[src/rtl/mac_array.sv]
// mac_array: NCH-channel multiply-accumulate over DEPTH beats sharing one coefficient stream.
module mac_array #(
   parameter int DW = 8,
   parameter int NCH = 4,
   parameter int DEPTH = 8,
   parameter int AW = 20,
   parameter int SAT = 0,
   localparam int CW = (DEPTH > 1) ? $clog2(DEPTH) : 1
) (
   input  logic              clk,
   input  logic              rst,
   input  logic              start,
   input  logic              signed_mode,
   input  logic              abort,
   input  logic              in_valid,
   input  logic [DW-1:0]     a_in,
   input  logic [NCH*DW-1:0] x_in,
   output logic [CW-1:0]     coe_addr,
   output logic              busy,
   output logic              res_valid,
   input  logic              res_ready,
   output logic [NCH*AW-1:0] res,
   output logic [NCH-1:0]    ovf
);
   typedef enum logic [1:0] {IDLE, ACC, HOLD} state_t;
   state_t         r_state;
   logic [CW-1:0]  r_step;
   logic [AW-1:0]  r_acc [NCH];
   logic [NCH-1:0] r_ovf;
   logic           r_sm;
   logic [AW-1:0]  w_nxt [NCH];
   logic [NCH-1:0] w_of;
   logic           w_clr;
   logic           w_last;
   assign w_clr     = start && (r_state == IDLE || (r_state == HOLD && res_ready));
   assign w_last    = r_step == CW'(DEPTH - 1);
   assign coe_addr  = (r_state == ACC) ? r_step : '0;
   assign busy      = r_state != IDLE;
   assign res_valid = r_state == HOLD;
   assign ovf       = r_ovf;
   for (genvar i = 0; i < NCH; i++) begin : g_ch
      logic [DW-1:0]          w_x;
      logic signed [2*DW-1:0] w_ps;
      logic [2*DW-1:0]        w_pu;
      logic [AW-1:0]          w_p;
      logic [AW:0]            w_sum;
      assign w_x   = x_in[i*DW +: DW];
      assign w_ps  = $signed({{DW{a_in[DW-1]}}, a_in}) * $signed({{DW{w_x[DW-1]}}, w_x});
      assign w_pu  = {{DW{1'b0}}, a_in} * {{DW{1'b0}}, w_x};
      assign w_p   = r_sm ? AW'(w_ps) : AW'(w_pu);
      // one guard bit: sign-extended in signed mode, carry in unsigned mode
      assign w_sum = {r_sm & r_acc[i][AW-1], r_acc[i]} + {r_sm & w_p[AW-1], w_p};
      assign w_of[i] = r_sm ? (w_sum[AW] ^ w_sum[AW-1]) : w_sum[AW];
      // a clamped channel stays frozen at its limit for the rest of the run
      assign w_nxt[i] = (SAT != 0 && r_ovf[i]) ? r_acc[i] :
                        (SAT != 0 && w_of[i]) ? (r_sm ? {w_sum[AW], {(AW-1){~w_sum[AW]}}} : '1) :
                        w_sum[AW-1:0];
      assign res[i*AW +: AW] = r_acc[i];
   end
   always_ff @(posedge clk or negedge rst) begin
      if (!rst) begin
         r_state <= IDLE;
         r_step  <= '0;
         r_ovf   <= '0;
         r_sm    <= 1'b0;
         for (int k = 0; k < NCH; k++) r_acc[k] <= '0;
      end else if (abort) begin
         r_state <= IDLE;
         r_step  <= '0;
      end else if (w_clr) begin
         r_state <= ACC;
         r_step  <= '0;
         r_ovf   <= '0;
         r_sm    <= signed_mode;
         for (int k = 0; k < NCH; k++) r_acc[k] <= '0;
      end else if (r_state == ACC && in_valid) begin
         for (int k = 0; k < NCH; k++) r_acc[k] <= w_nxt[k];
         r_ovf   <= r_ovf | w_of;
         r_step  <= w_last ? '0 : r_step + 1'b1;
         r_state <= w_last ? HOLD : ACC;
      end else if (r_state == HOLD && res_ready) begin
         r_state <= IDLE;
      end
   end
endmodule

[config.mk]
export PLATFORM = sky130hd
export DESIGN_NAME = mac_array
export DESIGN_NICKNAME = d
export VERILOG_FILES = /design/src/rtl/mac_array.sv
export SDC_FILE = /design/constraint.sdc
export NUM_CORES = 1
export LEC_CHECK = 0
export ABC_AREA = 1
export CAP_MARGIN = 20
export CORE_AREA = 5 5 244 246
export CTS_CLUSTER_DIAMETER = 100
export DETAILED_ROUTE_END_ITERATION = 8
export DIE_AREA = 0 0 249 251
export PLACE_DENSITY = 0.67
export SYNTH_ARGS = -nofsm -noshare
export SYNTH_HDL_FRONTEND = slang
export SYNTH_SLANG_ARGS = --single-unit
[constraint.sdc]
create_clock -name clk -period 5.2 [get_ports clk]
set_input_delay 1.56 -clock clk [delete_from_list [all_inputs] [get_ports clk]]
set_output_delay 1.56 -clock clk [all_outputs]
set_load 0.05 [all_outputs]
# [Word-level counts from Yosys, hierarchy flattened]
# Cells that the tools add are included.
[word_totals] ff_bits=90 latchBits=0 ramBits=0 romBits=0 out_inout_bits=89 mem_count=0
[classes] addsub=5 multipliers=8 div_mod_pow=0 magnitude_cmp=0 n_eq_ne=3 n_shift=0 muxes=22 bitwise=14 n_reduce_logical=11
[ops] operator="$mux 80" n=2
[ops] operator="$mul 8x8->16" n=8
[ops] operator="$add 21x21->21" n=4
[ops] operator="$mux 20" n=4
[ops] operator="$mux 3" n=5
[ops] operator="$mux 2" n=5
[ops] operator="$and 1x1->1" n=8
[ops] operator="$mux 4" n=2
[ops] operator="$mux 1" n=4
[ops] operator="$or 4x4->4" n=1
[ops] operator="$reduce_and 2->1" n=2
[ops] operator="$reduce_bool 2->1" n=2
[ops] operator="$reduce_bool 4->1" n=1
[ops] operator="$xor 1x1->1" n=4
[ops] operator="$add 3x1->3 const B" n=1
[ops] operator="$eq 3x3->1 const B" n=1
[ops] operator="$logic_and 1x1->1" n=3
[ops] operator="$reduce_bool 3->1" n=1
[ops] operator="$eq 2x1->1 const B" n=1
[ops] operator="$eq 2x2->1 const B" n=1
[ops] operator="$logic_not 2->1" n=1
[ops] operator="$logic_or 1x1->1" n=1
[ops] operator="$not 1->1" n=1

# [Longest topological paths before layout]
[logic_depth] ltp_word=9 mapped_depth=40 mapped_depth_nobuf=38

# [Worst setup path after synthesis]
# OpenSTA, ideal clock, no wires.
[synth_path] path_type="input to register" from="input a_in[6]" to="register r_ovf[1], in the netlist ovf[1]" setup_ps=77 t_arrival_ps=7043 slack_ps=-1921 stages=33 n_path_buf=2 cell_sequence="clkbuf_1 clkbuf_1 nand2_1 fa_1 fa_1 inv_1 fa_1 inv_1 fa_1 inv_1 ha_1 inv_1 o31ai_1 a21oi_1 or2_2 nand2_1 nand2_1 nand2_1 nand2_1 nand2_1 o22ai_1 ha_1 a21oi_1 o21ai_1 a21oi_1 nand4_1 nand2_2 nand2_2 nand2_2 nand2_1 nand2_1 nand3_1 a21oi_1"
[synth_between] elab_chain_len=9 elab_cells_between_ends=10
[synth_rtl] item="start, declared" line_no="16" text="input logic [DW-1:0] a_in,"
[synth_rtl] item="$mul 8x8->16" line_no="48" text="assign w_ps = $signed({{DW{a_in[DW-1]}}, a_in}) * $signed({{DW{w_x[DW-1]}}, w_x});"
[synth_rtl] item="$mux 20 (*)" line_no="50" text="assign w_p = r_sm ? AW'(w_ps) : AW'(w_pu);"
[synth_rtl] item="$and 1x1->1" line_no="52" text="assign w_sum = {r_sm & r_acc[i][AW-1], r_acc[i]} + {r_sm & w_p[AW-1], w_p};"
[synth_rtl] item="$add 21x21->21 (*)" line_no="52"
[synth_rtl] item="$xor 1x1->1" line_no="53" text="assign w_of[i] = r_sm ? (w_sum[AW] ^ w_sum[AW-1]) : w_sum[AW];"
[synth_rtl] item="$mux 1 (*)" line_no="53"
[synth_rtl] item="$or 4x4->4 (*)" line_no="78" text="r_ovf <= r_ovf | w_of;"
[synth_rtl] item="$mux 4 (*)" line_no="76" text="end else if (r_state == ACC && in_valid) begin"
[synth_rtl] item="$mux 4 (*)" line_no="70" text="end else if (w_clr) begin"
[synth_rtl] item="end signal, assigned" line_no="78"
[synth_rtl] item="end, declared" line_no="29" text="logic [NCH-1:0] r_ovf;"
# Every way passes the cells marked *; elsewhere a longest branch is shown, timed or not. The select of a mux whose other input is x is not followed.
# A chain may end at the register's enable or synchronous reset.

# [Worst setup path in the final report]
[layout_path] from="input a_in[5]" to="register r_ovf[2], in the netlist ovf[2]"
# The elaborated chain is that of the path after synthesis.

==> flow_summary_export.csv <==
group,metric,value,unit
run_status,status,"finished with violations",
run_status,violations,"negative setup slack",
clock_tree,clockRootBuffer,"clkbuf_16",
yosys,async_flop_share,1.00,
drt,drt_iter0_drc,1496,
yosys,syn_nets,4240,
power,irDropWorstVdd,0.617,mV
floorplanning,start_util,0.445,
place,io_buffers,135,
floorplanning,die-area,62500,sq um
yosys,synth.distinct_cells,61,
timing,hold_viol_final,0,
yosys,synth_seq_cells,90,
yosys,yosys_warnings,0,
yosys,synth_ff_type,"dfrtp_1",
yosys,synthTopCellsByArea,"fa_1 27%, ha_1 16%, inv_1 14%, nand2_1 12%, dfrtp_1 8.9%",
clock_tree,cts_tree,"built",
timing,rsz0062_at_grt,"true",
timing,min_period_over_period,1.35,
clock_tree,cts_made_buffers,9,
timing,finalSetupViolations,64,
worst_setup_path,timing.rr.end,"ovf[1]",
timing,fmax,143,MHz
finish,final_core_util,0.647,
yosys,ys_seq_area_frac,0.0885,
worst_setup_path,crit_arrival,7.32,ns
timing,setup_tns,-80.21,ns
worst_setup_path,cp.required,5.51,ns
timing,slew_violations,0,
yosys,yosysTopAreaCell,"fa_1",
floorplanning,io_pins,136,
grt,grt_max_degree,78,
worst_setup_path,reg2reg_depth,16,
timing,fin_crit,7.01,ns
hold_path,min_from,"res[63]",
finish,fillers,4627,
power,powerDensity,694,nW/um^2
worst_setup_path,r2r_start,"r_sm",
clock_tree,path_clk_slew,0.07,ns
finish,drive_gt1_frac,0.337,
finish,fin_nets,5049,
yosys,synth_edf_count,0,
floorplanning,core,57100,sq um
worst_setup_path,r2r_setup_slack,1.79,ns
grt,antenna_found_initial,6,
hold_path,holdPathEnd,"res[63]",
flow_run,cap_viol_max_count,0,
drt,route.vias.total,25400,
clock_tree,clk_latency,0.38,ns
floorplanning,fp.dieH,251,microns
worst_setup_path,cp_top_family,"adder cells",
place,placed_cell_area,33100,sq um
drt,antenna_left,0,
finish,area_growth,45.3,%
grt,grt_overflow,0,
hold_path,whs_path_depth,2,
clock_tree,cts_hold_buf,0,
grt,grtUsageTotal,0.253,
worst_setup_path,worst-path-max-fanout,7,
grt,grt_pass1_vias,25100,
drt,remaining_drc_errors,0,
timing,worstMarginPinSlew,1.07,ns
yosys,yosysMostFrequentCell,"inv_1",
drt,wl,82500,microns
hold_path,hold_class,"reg2reg",
floorplanning,die_w,249,microns
yosys,yosysTopAreaCellShare,0.271,
yosys,syn_area_per_cell,7.21,sq um
worst_setup_path,cpMaxStageDelayCell,"fa_1",
timing,slew_headroom,0.288,
drt,first_pass_iters,6,
worst_setup_path,cp_common_cell,"inv_2",
worst_setup_path,startpoint_type,"primary input",
finish,stdcell_count,5112,
place,gp_congestion,0.917,
drt,viasPerCell,4.97,
floorplanning,rows,88,
clock_tree,cts.sinks,90,
worst_setup_path,timing_worst_setup_path_type,"in2reg",
place,dp.cells,4974,
power,leakage,0.0203,uW
timing,fin_skew,0.00879,ns
worst_setup_path,endpoint_kind,"flop",
yosys,postSynthCellCount,3530,
worst_setup_path,cp_num_buf_inv,9,
yosys,syn_area,25400,sq um
grt,grt_pass1_wl,130000,microns
clock_tree,htree_num_levels,3,
finish,finalInstanceArea,37000,sq um
worst_setup_path,cpPeakStageDelay,0.55,ns
drt,wire_per_inst,16.1,microns
place,hpwl,64700,microns
yosys,netlist_top_cells_count,"949 x inv_1, 816 x nand2_1, 344 x fa_1",
clock_tree,clk_path_buf_depth,2,
timing,setup_slack,-1.81,ns
-- sequential cells by signal (all words and copies together) (netlist names) --
name,cells
ovf,4
r_sm,1
r_state,2
r_step,3
res,80
-- power by group --
group / leakage (uW) / switching (uW) / internal (uW)
clock: 0.000164 / 340 / 441
sequential: 0.00120 / 390 / 966
combinational: 0.0189 / 12500 / 11000
total: 0.0203 / 13300 / 12400
-- worst max path at each step --
stage                     startpoint      end  slack [ns]  depth (start not counted)
after floorplan              a_in[3]   ovf[1]       -1.54                         37
after detailed placement     a_in[3]  res[76]       -2.54                         30
after global placement       a_in[5]   ovf[3]       -2.52                         32
after CTS                    a_in[3]   ovf[2]       -1.72                         34
final                        a_in[5]   ovf[2]       -1.81                         36
after global routing         a_in[2]   ovf[2]       -2.09                         36
-- placed cells by master (no fill, tap or decap), drive strengths merged, types with 3 or more instances in the layout --
cell type / n
nor3: 28
nor3b: 3
clkinvlp: 3
o32ai: 4
nand4: 20
clkbuf: 19
o211ai: 7
nand3b: 6
nor4: 7
dlygate4sd2: 5
nor2: 133
xnor2: 23
o31ai: 31
o21ai: 164
fa: 344
inv: 958
a21boi: 3
o2111ai: 6
clkdlybuf4s15: 11
o21bai: 16
o21a: 6
dfrtp: 90
clkdlybuf4s50: 96
buf: 772
a22o: 4
or2: 11
xor2: 38
nand2: 828
a21o: 9
ha: 319
nand3: 107
a21oi: 217
a31oi: 17
diode: 3
a32o: 5
o22ai: 17
-- metrics by stage --
step	worst slack (ns)	hold slack, ns	total power, uW
floorplan	-1.54	0.533	12400
finish	-1.81	0.529	25700
detailed placement	-2.54	0.506	20000
global placement	-2.52	0.506	19800
CTS	-1.72	0.531	22800
global route	-2.09	0.544	27800
-- worst register-to-register path, cell delays in order, from the launching register on --
cell and delay (ns):
dfrtp_2 0.36, buf_4 0.77, nand2_1 0.22, o22ai_1 0.36, ha_1 0.35, a21o_1 0.22
a21oi_2 0.21, nand2_1 0.10, nand2_2 0.07, nand4_1 0.10, nand2_2 0.10, nand2_2 0.06
nand2_2 0.10, nand2_1 0.05, nand2_1 0.06, nand3_1 0.08, a21oi_2 0.13
-- cell families after synthesis --
logic type               count (synthesis)  synth area share
AND/OR/NAND/NOR                       1147             0.188
buffers and inverters                 1058             0.159
adder cells (fa/ha/maj)                663             0.428
AO/OA/AOI/OAI                          510             0.115
flip-flops                              90            0.0885
XOR/XNOR                                61            0.0210
multiplexers                             1          0.000394
-- final cells by class --
class | instances | area, sq um | area share
diodes | 3 | 7.51 | 0.000203
clock buffers | 10 | 239 | 0.00646
clock inverters | 6 | 95.1 | 0.00257
inverters | 959 | 3630 | 0.0982
multi-input cells | 2382 | 22200 | 0.601
flip-flops and latches | 90 | 2250 | 0.0610
well taps | 765 | 957 | 0.0259
repair buffers | 897 | 7570 | 0.205
-- per-layer routing --
| layer | GRT usage | share of wire | routed length [microns] |
|---|---|---|---|
| met5 | 0 | 0.00038 | 31 |
| met4 | 0.0538 | 0.020 | 1690 |
| met3 | 0.0285 | 0.052 | 4310 |
| met2 | 0.401 | 0.46 | 37600 |
| met1 | 0.377 | 0.47 | 38800 |
-- timing repair --
item	CTS	global route
setup endpoints to repair	67	66
buffers inserted	58	62
resized for setup	352	382
pin swaps	205	219
cloned	5	0
Note: power is estimated with default switching activity, not from simulation.
